[src/rtl/ym3016_serial_tx_if.sv]
// Handshake and serial-stream bundle between a PCM source and the YM3016 transmitter.
interface ym3016_serial_tx_if;
  logic        enable;
  logic [15:0] pcm_l;
  logic [15:0] pcm_r;
  logic        pcm_valid;
  logic        pcm_ready;
  logic        frame_start;
  logic        underrun;
  logic        dac_clk;
  logic        dac_so;
  logic        dac_sh1;
  logic        dac_sh2;

  modport master (
    output enable, pcm_l, pcm_r, pcm_valid,
    input  pcm_ready, frame_start, underrun, dac_clk, dac_so, dac_sh1, dac_sh2
  );

  modport slave (
    input  enable, pcm_l, pcm_r, pcm_valid,
    output pcm_ready, frame_start, underrun, dac_clk, dac_so, dac_sh1, dac_sh2
  );
endinterface

[src/rtl/ym3016_serial_tx.sv]
// YM2610-style serial DAC stream generator: 16-bit stereo PCM in, YM3016
// floating-point (10-bit mantissa, 3-bit exponent) bit stream out.
//
// state | meaning
// IDLE  | stream stopped, divider held at 0, serial outputs low
// START | divider running, waiting for the first rise (enters b=0)
// RUN   | frame in progress, bit counter advances on each dac_clk rise
module ym3016_serial_tx #(
  parameter int HALF_DIV = 6
) (
  input  logic             clk_24m,
  input  logic             rst,
  ym3016_serial_tx_if.slave bus
);

  localparam logic [7:0]         DIV_TC   = 8'(HALF_DIV - 1);
  localparam logic signed [15:0] MANT_MIN = -16'sd512;
  localparam logic signed [15:0] MANT_MAX = 16'sd511;

  typedef enum logic [1:0] {IDLE, START, RUN} state_t;

  state_t      state, state_nxt;
  logic [7:0]  div;
  logic [4:0]  bcnt;
  logic [4:0]  bcnt_nxt;
  logic        clk_q, so_q, sh1_q, sh2_q, fs_q, ur_q;
  logic [15:0] hold_l, hold_r, last_l, last_r;
  logic        hold_full;
  logic [31:0] sreg;
  logic        tc, rise_en, fall_en;
  logic        do_load, do_adv, do_stop;
  logic        accept;
  logic [15:0] src_l, src_r;
  logic [31:0] frame_word;

  // One 16-bit slot, bit 0 sent first: {e[2:0], m[9:0], 3'b000}.
  function automatic logic [15:0] encode_slot(input logic [15:0] s);
    logic [15:0] t;
    logic [9:0]  m;
    logic [2:0]  e;
    logic        found;
    m     = '0;
    e     = 3'd7;
    found = 1'b0;
    for (int i = 1; i <= 7; i++) begin
      t = 16'($signed(s) >>> (i - 1));
      if (!found && ($signed(t) >= MANT_MIN) && ($signed(t) <= MANT_MAX)) begin
        found = 1'b1;
        e     = 3'(i);
        m     = t[9:0];
      end
    end
    return {e, m, 3'b000};
  endfunction

  assign tc         = (div == DIV_TC);
  assign rise_en    = (state != IDLE) && tc && !clk_q;
  assign fall_en    = (state != IDLE) && tc && clk_q;
  assign accept     = bus.pcm_valid && !hold_full;
  assign src_l      = hold_full ? hold_l : last_l;
  assign src_r      = hold_full ? hold_r : last_r;
  assign frame_word = {encode_slot(src_r), encode_slot(src_l)};
  assign bcnt_nxt   = bcnt + 5'd1;

  // State register.
  always_ff @(posedge clk_24m or posedge rst) begin
    if (rst) state <= IDLE;
    else     state <= state_nxt;
  end

  // Next state; enable is only sampled at frame boundaries once running.
  always_comb begin
    state_nxt = state;
    do_load   = 1'b0;
    do_adv    = 1'b0;
    do_stop   = 1'b0;
    case (state)
      IDLE: begin
        if (bus.enable) state_nxt = START;
      end
      START: begin
        if (rise_en) begin
          if (bus.enable) begin
            state_nxt = RUN;
            do_load   = 1'b1;
          end else begin
            state_nxt = IDLE;
          end
        end
      end
      RUN: begin
        if (rise_en) begin
          if (bcnt != 5'd31) begin
            do_adv = 1'b1;
          end else if (bus.enable) begin
            do_load = 1'b1;
          end else begin
            state_nxt = IDLE;
            do_stop   = 1'b1;
          end
        end
      end
      default: state_nxt = IDLE;
    endcase
  end

  // Half-period divider; held at 0 whenever the stream is stopped.
  always_ff @(posedge clk_24m or posedge rst) begin
    if (rst)                                     div <= '0;
    else if (state == IDLE || state_nxt == IDLE) div <= '0;
    else if (tc)                                 div <= '0;
    else                                         div <= div + 8'd1;
  end

  // Serial outputs; data and strobes only move on the dac_clk rise.
  always_ff @(posedge clk_24m or posedge rst) begin
    if (rst) begin
      clk_q  <= 1'b0;
      so_q   <= 1'b0;
      sh1_q  <= 1'b0;
      sh2_q  <= 1'b0;
      fs_q   <= 1'b0;
      ur_q   <= 1'b0;
      bcnt   <= '0;
      sreg   <= '0;
      last_l <= '0;
      last_r <= '0;
    end else begin
      fs_q <= 1'b0;
      ur_q <= 1'b0;
      if (fall_en) clk_q <= 1'b0;
      if (do_load) begin
        clk_q  <= 1'b1;
        bcnt   <= '0;
        so_q   <= frame_word[0];
        sreg   <= {1'b0, frame_word[31:1]};
        sh1_q  <= 1'b0;
        sh2_q  <= 1'b0;
        last_l <= src_l;
        last_r <= src_r;
        fs_q   <= 1'b1;
        ur_q   <= !hold_full;
      end else if (do_adv) begin
        clk_q <= 1'b1;
        bcnt  <= bcnt_nxt;
        so_q  <= sreg[0];
        sreg  <= {1'b0, sreg[31:1]};
        sh1_q <= (bcnt_nxt >= 5'd3) && (bcnt_nxt <= 5'd15);
        sh2_q <= (bcnt_nxt >= 5'd19);
      end else if (do_stop) begin
        so_q  <= 1'b0;
        sh1_q <= 1'b0;
        sh2_q <= 1'b0;
        bcnt  <= '0;
        sreg  <= '0;
      end
    end
  end

  // Single-entry holding register; a load at the boundary frees it.
  always_ff @(posedge clk_24m or posedge rst) begin
    if (rst) begin
      hold_l    <= '0;
      hold_r    <= '0;
      hold_full <= 1'b0;
    end else if (accept) begin
      hold_l    <= bus.pcm_l;
      hold_r    <= bus.pcm_r;
      hold_full <= 1'b1;
    end else if (do_load && hold_full) begin
      hold_full <= 1'b0;
    end
  end

  assign bus.pcm_ready   = !hold_full;
  assign bus.frame_start = fs_q;
  assign bus.underrun    = ur_q;
  assign bus.dac_clk     = clk_q;
  assign bus.dac_so      = so_q;
  assign bus.dac_sh1     = sh1_q;
  assign bus.dac_sh2     = sh2_q;

endmodule
[src/flat_wrapper.sv]
// flat-port wrapper written by rule: the top's interface ports become plain ports
module ym3016_serial_tx_flat 
#(
  parameter int HALF_DIV = 6
)
  (clk_24m, rst, bus_enable, bus_pcm_l, bus_pcm_r, bus_pcm_valid, bus_pcm_ready, bus_frame_start, bus_underrun, bus_dac_clk, bus_dac_so, bus_dac_sh1, bus_dac_sh2);
  ym3016_serial_tx_if bus_i ();
  input  logic clk_24m;
  input  logic rst;
  input wire logic [$bits(bus_i.enable)-1:0] bus_enable;
  input wire logic [$bits(bus_i.pcm_l)-1:0] bus_pcm_l;
  input wire logic [$bits(bus_i.pcm_r)-1:0] bus_pcm_r;
  input wire logic [$bits(bus_i.pcm_valid)-1:0] bus_pcm_valid;
  output wire logic [$bits(bus_i.pcm_ready)-1:0] bus_pcm_ready;
  output wire logic [$bits(bus_i.frame_start)-1:0] bus_frame_start;
  output wire logic [$bits(bus_i.underrun)-1:0] bus_underrun;
  output wire logic [$bits(bus_i.dac_clk)-1:0] bus_dac_clk;
  output wire logic [$bits(bus_i.dac_so)-1:0] bus_dac_so;
  output wire logic [$bits(bus_i.dac_sh1)-1:0] bus_dac_sh1;
  output wire logic [$bits(bus_i.dac_sh2)-1:0] bus_dac_sh2;
  assign bus_i.enable = bus_enable;
  assign bus_i.pcm_l = bus_pcm_l;
  assign bus_i.pcm_r = bus_pcm_r;
  assign bus_i.pcm_valid = bus_pcm_valid;
  assign bus_pcm_ready = bus_i.pcm_ready;
  assign bus_frame_start = bus_i.frame_start;
  assign bus_underrun = bus_i.underrun;
  assign bus_dac_clk = bus_i.dac_clk;
  assign bus_dac_so = bus_i.dac_so;
  assign bus_dac_sh1 = bus_i.dac_sh1;
  assign bus_dac_sh2 = bus_i.dac_sh2;
  ym3016_serial_tx #(.HALF_DIV(HALF_DIV)) u_core (.clk_24m(clk_24m), .rst(rst), .bus(bus_i));
endmodule
[config.mk]
export PLATFORM = sky130hd
export DESIGN_NAME = ym3016_serial_tx_flat
export DESIGN_NICKNAME = d
export VERILOG_FILES = /design/src/rtl/ym3016_serial_tx_if.sv /design/src/rtl/ym3016_serial_tx.sv /design/src/flat_wrapper.sv
export SDC_FILE = /design/constraint.sdc
export NUM_CORES = 1
export LEC_CHECK = 0
export CORE_UTILIZATION = 50
export DETAILED_ROUTE_END_ITERATION = 8
export GPL_ROUTABILITY_DRIVEN = 0
export HOLD_SLACK_MARGIN = 0.08
export PLACE_DENSITY = 0.74
export SYNTH_ARGS = -nofsm -noshare
export SYNTH_HDL_FRONTEND = slang
export SYNTH_SLANG_ARGS = --single-unit
export TNS_END_PERCENT = 50
[constraint.sdc]
create_clock -name clk_24m -period 3.5 [get_ports clk_24m]
set_input_delay 0.525 -clock clk_24m [delete_from_list [all_inputs] [get_ports clk_24m]]
set_output_delay 0.525 -clock clk_24m [all_outputs]
set_load 0.02 [all_outputs]
# Word-level counts from Yosys, hierarchy flattened
# Cells that the tools add are included.
dict set report classes {
  addsub 2
  order_cmp 31
  n_eq_ne 4
  n_mux 83
  reduce_logical 53
}
# op count
set ops {}
lappend ops {{10-bit two-way mux} 14}
lappend ops {{32-bit two-way mux} 3}
lappend ops {{3-bit two-way mux} 14}
lappend ops {{1-bit two-way mux} 37}
lappend ops {{16-bit by 10-bit greater-or-equal comparator with 1-bit output (second input constant)} 2}
lappend ops {{16-bit by 10-bit less-or-equal comparator with 1-bit output (second input constant)} 2}
lappend ops {{1-bit logical AND} 32}
lappend ops {{16-bit two-way mux} 2}
lappend ops {{15-bit by 10-bit greater-or-equal comparator with 1-bit output (second input constant)} 2}
lappend ops {{15-bit by 10-bit less-or-equal comparator with 1-bit output (second input constant)} 2}
lappend ops {{14-bit by 10-bit greater-or-equal comparator with 1-bit output (second input constant)} 2}
lappend ops {{14-bit by 10-bit less-or-equal comparator with 1-bit output (second input constant)} 2}
lappend ops {{13-bit by 10-bit greater-or-equal comparator with 1-bit output (second input constant)} 2}
lappend ops {{13-bit by 10-bit less-or-equal comparator with 1-bit output (second input constant)} 2}
lappend ops {{12-bit by 10-bit greater-or-equal comparator with 1-bit output (second input constant)} 2}
lappend ops {{12-bit by 10-bit less-or-equal comparator with 1-bit output (second input constant)} 2}
lappend ops {{11-bit by 10-bit greater-or-equal comparator with 1-bit output (second input constant)} 2}
lappend ops {{11-bit by 10-bit less-or-equal comparator with 1-bit output (second input constant)} 2}
lappend ops {{10-bit greater-or-equal comparator (second input constant)} 2}
lappend ops {{10-bit less-or-equal comparator (second input constant)} 2}
lappend ops {{8-bit two-way mux} 2}
lappend ops {{5-bit two-way mux} 3}
lappend ops {{1-bit zero test} 14}
lappend ops {{2-bit two-way mux} 6}
lappend ops {{other kinds (15)} 18}
dict set report word_totals {
  ff_bits 118
  in_bits 36
  out_inout_bits 7
  wordCells 188
}

# Longest topological paths before layout
dict set report depth {
  word_depth 29
  mapped_depth 13
  ltp_nobuf 11
}

# Worst setup path before layout
# OpenSTA, ideal clock, no wires.
dict set report synth_timing {
  path_type {register -> register}
  start {register u_core.bcnt[1]}
  end {register u_core.last_l[0]}
  setup_time_ps 125
  arrival_time_ps 2207
  required_ps 3375
  slack_ps 1169
  stages_incl_launch_ff 12
  n_path_buf 1
  period_less_slack_ps 2331
  cell_sequence {dfrtp_1 -> ha_1 -> clkbuf_1 -> and3_1 -> ha_1 -> inv_1 -> nand2_1 -> and3_1 -> nand2_1 -> inv_1 -> nand2_1 -> mux2_2}
}
dict set report synth_via {
  elab_chain_len 4
}
# element line_no
set synth_lines {}
lappend synth_lines {{start, declared} ym3016_serial_tx.sv:24} ;# logic [4:0] bcnt;
lappend synth_lines {{start signal, assigned} ym3016_serial_tx.sv:145} ;# bcnt <= bcnt_nxt;
lappend synth_lines {{5-bit inequality test} ym3016_serial_tx.sv:93} ;# if (bcnt != 5'd31) begin
lappend synth_lines {{1-bit two-way mux} ym3016_serial_tx.sv:93}
lappend synth_lines {{1-bit two-way mux} ym3016_serial_tx.sv:92} ;# if (rise_en) begin
lappend synth_lines {{1-bit case mux with 2 select lines} ym3016_serial_tx.sv:77} ;# case (state)
lappend synth_lines {{end signal, assigned} ym3016_serial_tx.sv:139} ;# last_l <= src_l;
lappend synth_lines {{end, declared} ym3016_serial_tx.sv:27} ;# logic [15:0] hold_l, hold_r, last_l, last_r;
# Every way passes these cells.
# A chain may end at the register's enable or synchronous reset.

# Worst setup path after layout
dict set report layout_timing {
  start {register u_core.bcnt[0]}
  end {register u_core.sreg[6]}
}
dict set report layout_via {
  elab_chain_len 6
  elab_cells_between_ends 13
  cone_classes {eq/ne: 1; mux: 11; reduce/logical: 1}
}
# element line_no
set layout_lines {}
lappend layout_lines {{5-bit inequality test (*)} ym3016_serial_tx.sv:93}
lappend layout_lines {{1-bit two-way mux} ym3016_serial_tx.sv:93}
lappend layout_lines {{1-bit two-way mux} ym3016_serial_tx.sv:92}
lappend layout_lines {{1-bit two-way mux} ym3016_serial_tx.sv:77}
lappend layout_lines {{32-bit two-way mux} ym3016_serial_tx.sv:143} ;# end else if (do_adv) begin
lappend layout_lines {{32-bit two-way mux} ym3016_serial_tx.sv:132} ;# if (do_load) begin
lappend layout_lines {{end signal, assigned} ym3016_serial_tx.sv:136} ;# sreg <= {1'b0, frame_word[31:1]};
lappend layout_lines {{end signal, assigned} ym3016_serial_tx.sv:147} ;# sreg <= {1'b0, sreg[31:1]};
lappend layout_lines {{end, declared} ym3016_serial_tx.sv:29} ;# logic [31:0] sreg;
# Every way passes the cells marked *; elsewhere a longest branch is shown, timed or not.

==> out/metrics.cfg <==
[sta]
hold_violations = 0
min_period_ps = 2934
worstMarginPinSlew_ps = 1017
tns_ps = 0
worst_slack_ps = 565.8
setup_viol = 0
rsz0062_at_grt = no
relSlewSlack_pct = 32.04
period_share_pct = 83.84
fmax_mhz = 340.8
finClkSkew_ps = 7.698
slew_viol_final = 0

[critical_path]
cp.required_ps = 3790
max_stage_delay_ps = 500
cp_slowest_cell = nand2_1
setup.worst_path.class = reg2reg
path_cells = ha_1 -> and3_1 -> ha_1 -> inv_1 -> nand2_1 -> and3_1 -> nand2_1 -> nor2_1 -> a221oi_1 -> a31oi_1
critPathArrivalTime_ps = 3230
cp_max_fo = 18
cp-start-kind = register
critPathCaptureType = register

[clock_tree]
numCtsBuffers = 17
post_cts_resized = 0
cts_tree = yes
postCtsSetupBuffers = 0
clockBufferDepth = 2
htree_num_levels = 4
path_clk_slew_ps = 50
cts.sinks = 117
hold_buffers = 0
cts_root_buffer = clkbuf_16
clk_latency_ps = 420

[global_route]
overflow = 0
grt_max_degree = 70
grt_use_total_pct = 24.80
grt_pass1_vias = 5544
antenna_found_initial = 0
grt_pass1_wl_um = 27750

[yosys]
synth_ff_type = dfrtp_1
synthDistinctLibCells = 78
avgSynthCellArea_um2 = 10.02
synthCells = 686
yosysMostFrequentCell = dfrtp_1
synth.top_cell.area_share_pct = 42.59
netlist_area_um2 = 6874
synth_seq_cells = 117
synth_top_area_cell = dfrtp_1
syn_nets = 732
yosysSeqAreaShare_pct = 42.59
synth.area.top_cells = dfrtp_1 (43%), mux2_2 (8.4%), mux2i_1 (5.1%), nand2_1 (4.4%), o21ai_0 (3.9%)
yosysWarnings = 0
yosys-top-cells-count = dfrtp_1 (117), nand2_1 (80), o21ai_0 (53)
async_reset_ff_share_pct = 100.0
synth-edff-count = 0

[routing]
wirelength_um = 16430
vias_per_cell = 6.206
drt_iter0_markers = 642
drc_errors = 0
ant_nets = 0
wl_per_cell_um = 17.93
drtPass1Iterations = 6
via_count = 5685

[layout]
drive_above_1_share_pct = 17.84
antennaDiodeCount = 0
finalInstanceArea_um2 = 8124
fill_cells = 1089
nets = 773
area_growth_pct = 18.18

[floorplan]
ios = 43
core_area_um2 = 13350
die_h_um = 119.3
die-area_um2 = 14220
die_w_um = 119.3
start_util_pct = 51.50
rows = 42

[placement]
hpwl_um = 11100
place_ws_ps = 622.1
post_dp_cell_area_um2 = 7488
portBuffers = 42

[power]
leakagePower_nw = 3.607
power_density_nw_per_um2 = 557.4
power.total_mw = 4.528
ir_worst_vdd_mv = 0.3937

[run]
maxCapViolCount = 0

[hold_path]
min_path_type = in2async

[run_status]
status = finished clean

[state kept, by name (all words and copies together) (netlist names)]
register                flops
u_core.bcnt                 5
u_core.bus.dac_clk          1
u_core.bus.dac_sh1          1
u_core.bus.dac_sh2          1
u_core.bus.dac_so           1
u_core.bus.frame_start      1
u_core.bus.underrun         1
u_core.div                  8
u_core.hold_full            1
u_core.hold_l              16
u_core.hold_r              16
u_core.last_l              16
u_core.last_r              16
u_core.sreg                31
u_core.state                2
[layout by cell type, fill, tap and decap left out, types with 4 or more instances in the layout]
cell / netlist / layout
xor2_1: 6 / 6
clkbuf_8: 0 / 4
dfrtp_1: 117 / 116
o221ai_1: 10 / 10
o31ai_1: 4 / 4
xnor2_1: 7 / 7
inv_1: 10 / 9
or3_1: 4 / 4
bufinv_16: 0 / 4
a21oi_1: 28 / 28
o21ai_0: 53 / 53
clkinv_2: 0 / 4
a221oi_1: 10 / 10
nand3_1: 27 / 27
and3_1: 10 / 10
a22oi_1: 22 / 22
ha_1: 10 / 10
o21a_1: 4 / 4
nand2b_1: 5 / 5
mux2i_1: 35 / 35
a31oi_1: 10 / 10
mux2_2: 51 / 51
nand2_1: 80 / 80
clkbuf_16: 0 / 17
buf_4: 1 / 12
o21ai_1: 10 / 10
a21o_1: 9 / 9
a22o_1: 9 / 9
nor2_1: 43 / 43
clkdlybuf4s50_1: 0 / 42
mux2i_2: 5 / 5
nor3_1: 11 / 11
[path summary, 6_finish.rpt]
path                               startpoint                  to  slack, ps  cells past startpoint
hold / removal                            rst    u_core.hold_r[5]        450                      2
min in group clk_24m       u_core.bus.dac_sh2  u_core.bus.dac_sh2        460                      2
max in group asynchronous                 rst    u_core.last_l[8]       2400                      3
setup reg to reg               u_core.bcnt[0]      u_core.sreg[6]        570                     10
hold reg to reg            u_core.bus.dac_sh2  u_core.bus.dac_sh2        460                      2
setup / recovery               u_core.bcnt[0]      u_core.sreg[6]        570                     10
[stage by stage]
| stage | hold WS, ps | util, % | std cells |
|---|---|---|---|
| after floorplan | 434.8 | - | 686 |
| final | 446.4 | 60.86 | 916 |
| after CTS | 451.1 | 60.86 | 916 |
| after detailed placement | 459.7 | 56.10 | 884 |
| after global placement | 450.2 | 56.10 | 884 |
| after global routing | 478.1 | 60.86 | 916 |
[layer usage]
| metal | vias to the layer above | global-route usage [%] | share of wire [%] |
|---|---|---|---|
| met4 | 0 | 11.08 | 2.6 |
| li1 | 2642 | - | - |
| met1 | 2778 | 33.54 | 44 |
| met3 | 43 | 4.885 | 5.7 |
| met5 | - | 0 | 0 |
| met2 | 222 | 38.48 | 47 |
[power breakdown]
group / switching, mW / total (mW) / internal, mW
Sequential: 0.148 / 1.66 / 1.51
Clock: 0.606 / 1.87 / 1.26
Combinational: 0.569 / 1.00 / 0.433
[worst max-delay path: cells and delay by family (launching register included)]
kind / cells / cell delay [ps]
adder cells (fa/ha/maj): 2 / 530
AND/OR/NAND/NOR: 5 / 1310
buffers and inverters: 1 / 80
AO/OA/AOI/OAI: 2 / 440
flip-flops: 1 / 460
[layout make-up]
type / count / area, um2 / share of cell area, %
Multi-Input combinational cell: 523 / 3724 / 45.83
Sequential cell: 117 / 2929 / 36.05
Timing Repair Buffer: 57 / 570.5 / 7.023
Clock buffer: 23 / 488.0 / 6.006
Tap cell: 176 / 220.2 / 2.711
Clock inverter: 9 / 147.6 / 1.817
Inverter: 11 / 45.04 / 0.5544
[kinds of logic after synthesis]
logic type               share of synthesized area (%)
AND/OR/NAND/NOR                                  14.53
AO/OA/AOI/OAI                                    20.13
flip-flops                                       42.59
multiplexers                                     15.93
buffers and inverters                            3.349
XOR/XNOR                                         1.656
adder cells (fa/ha/maj)                          1.820
(Power assumes the default switching activity.)
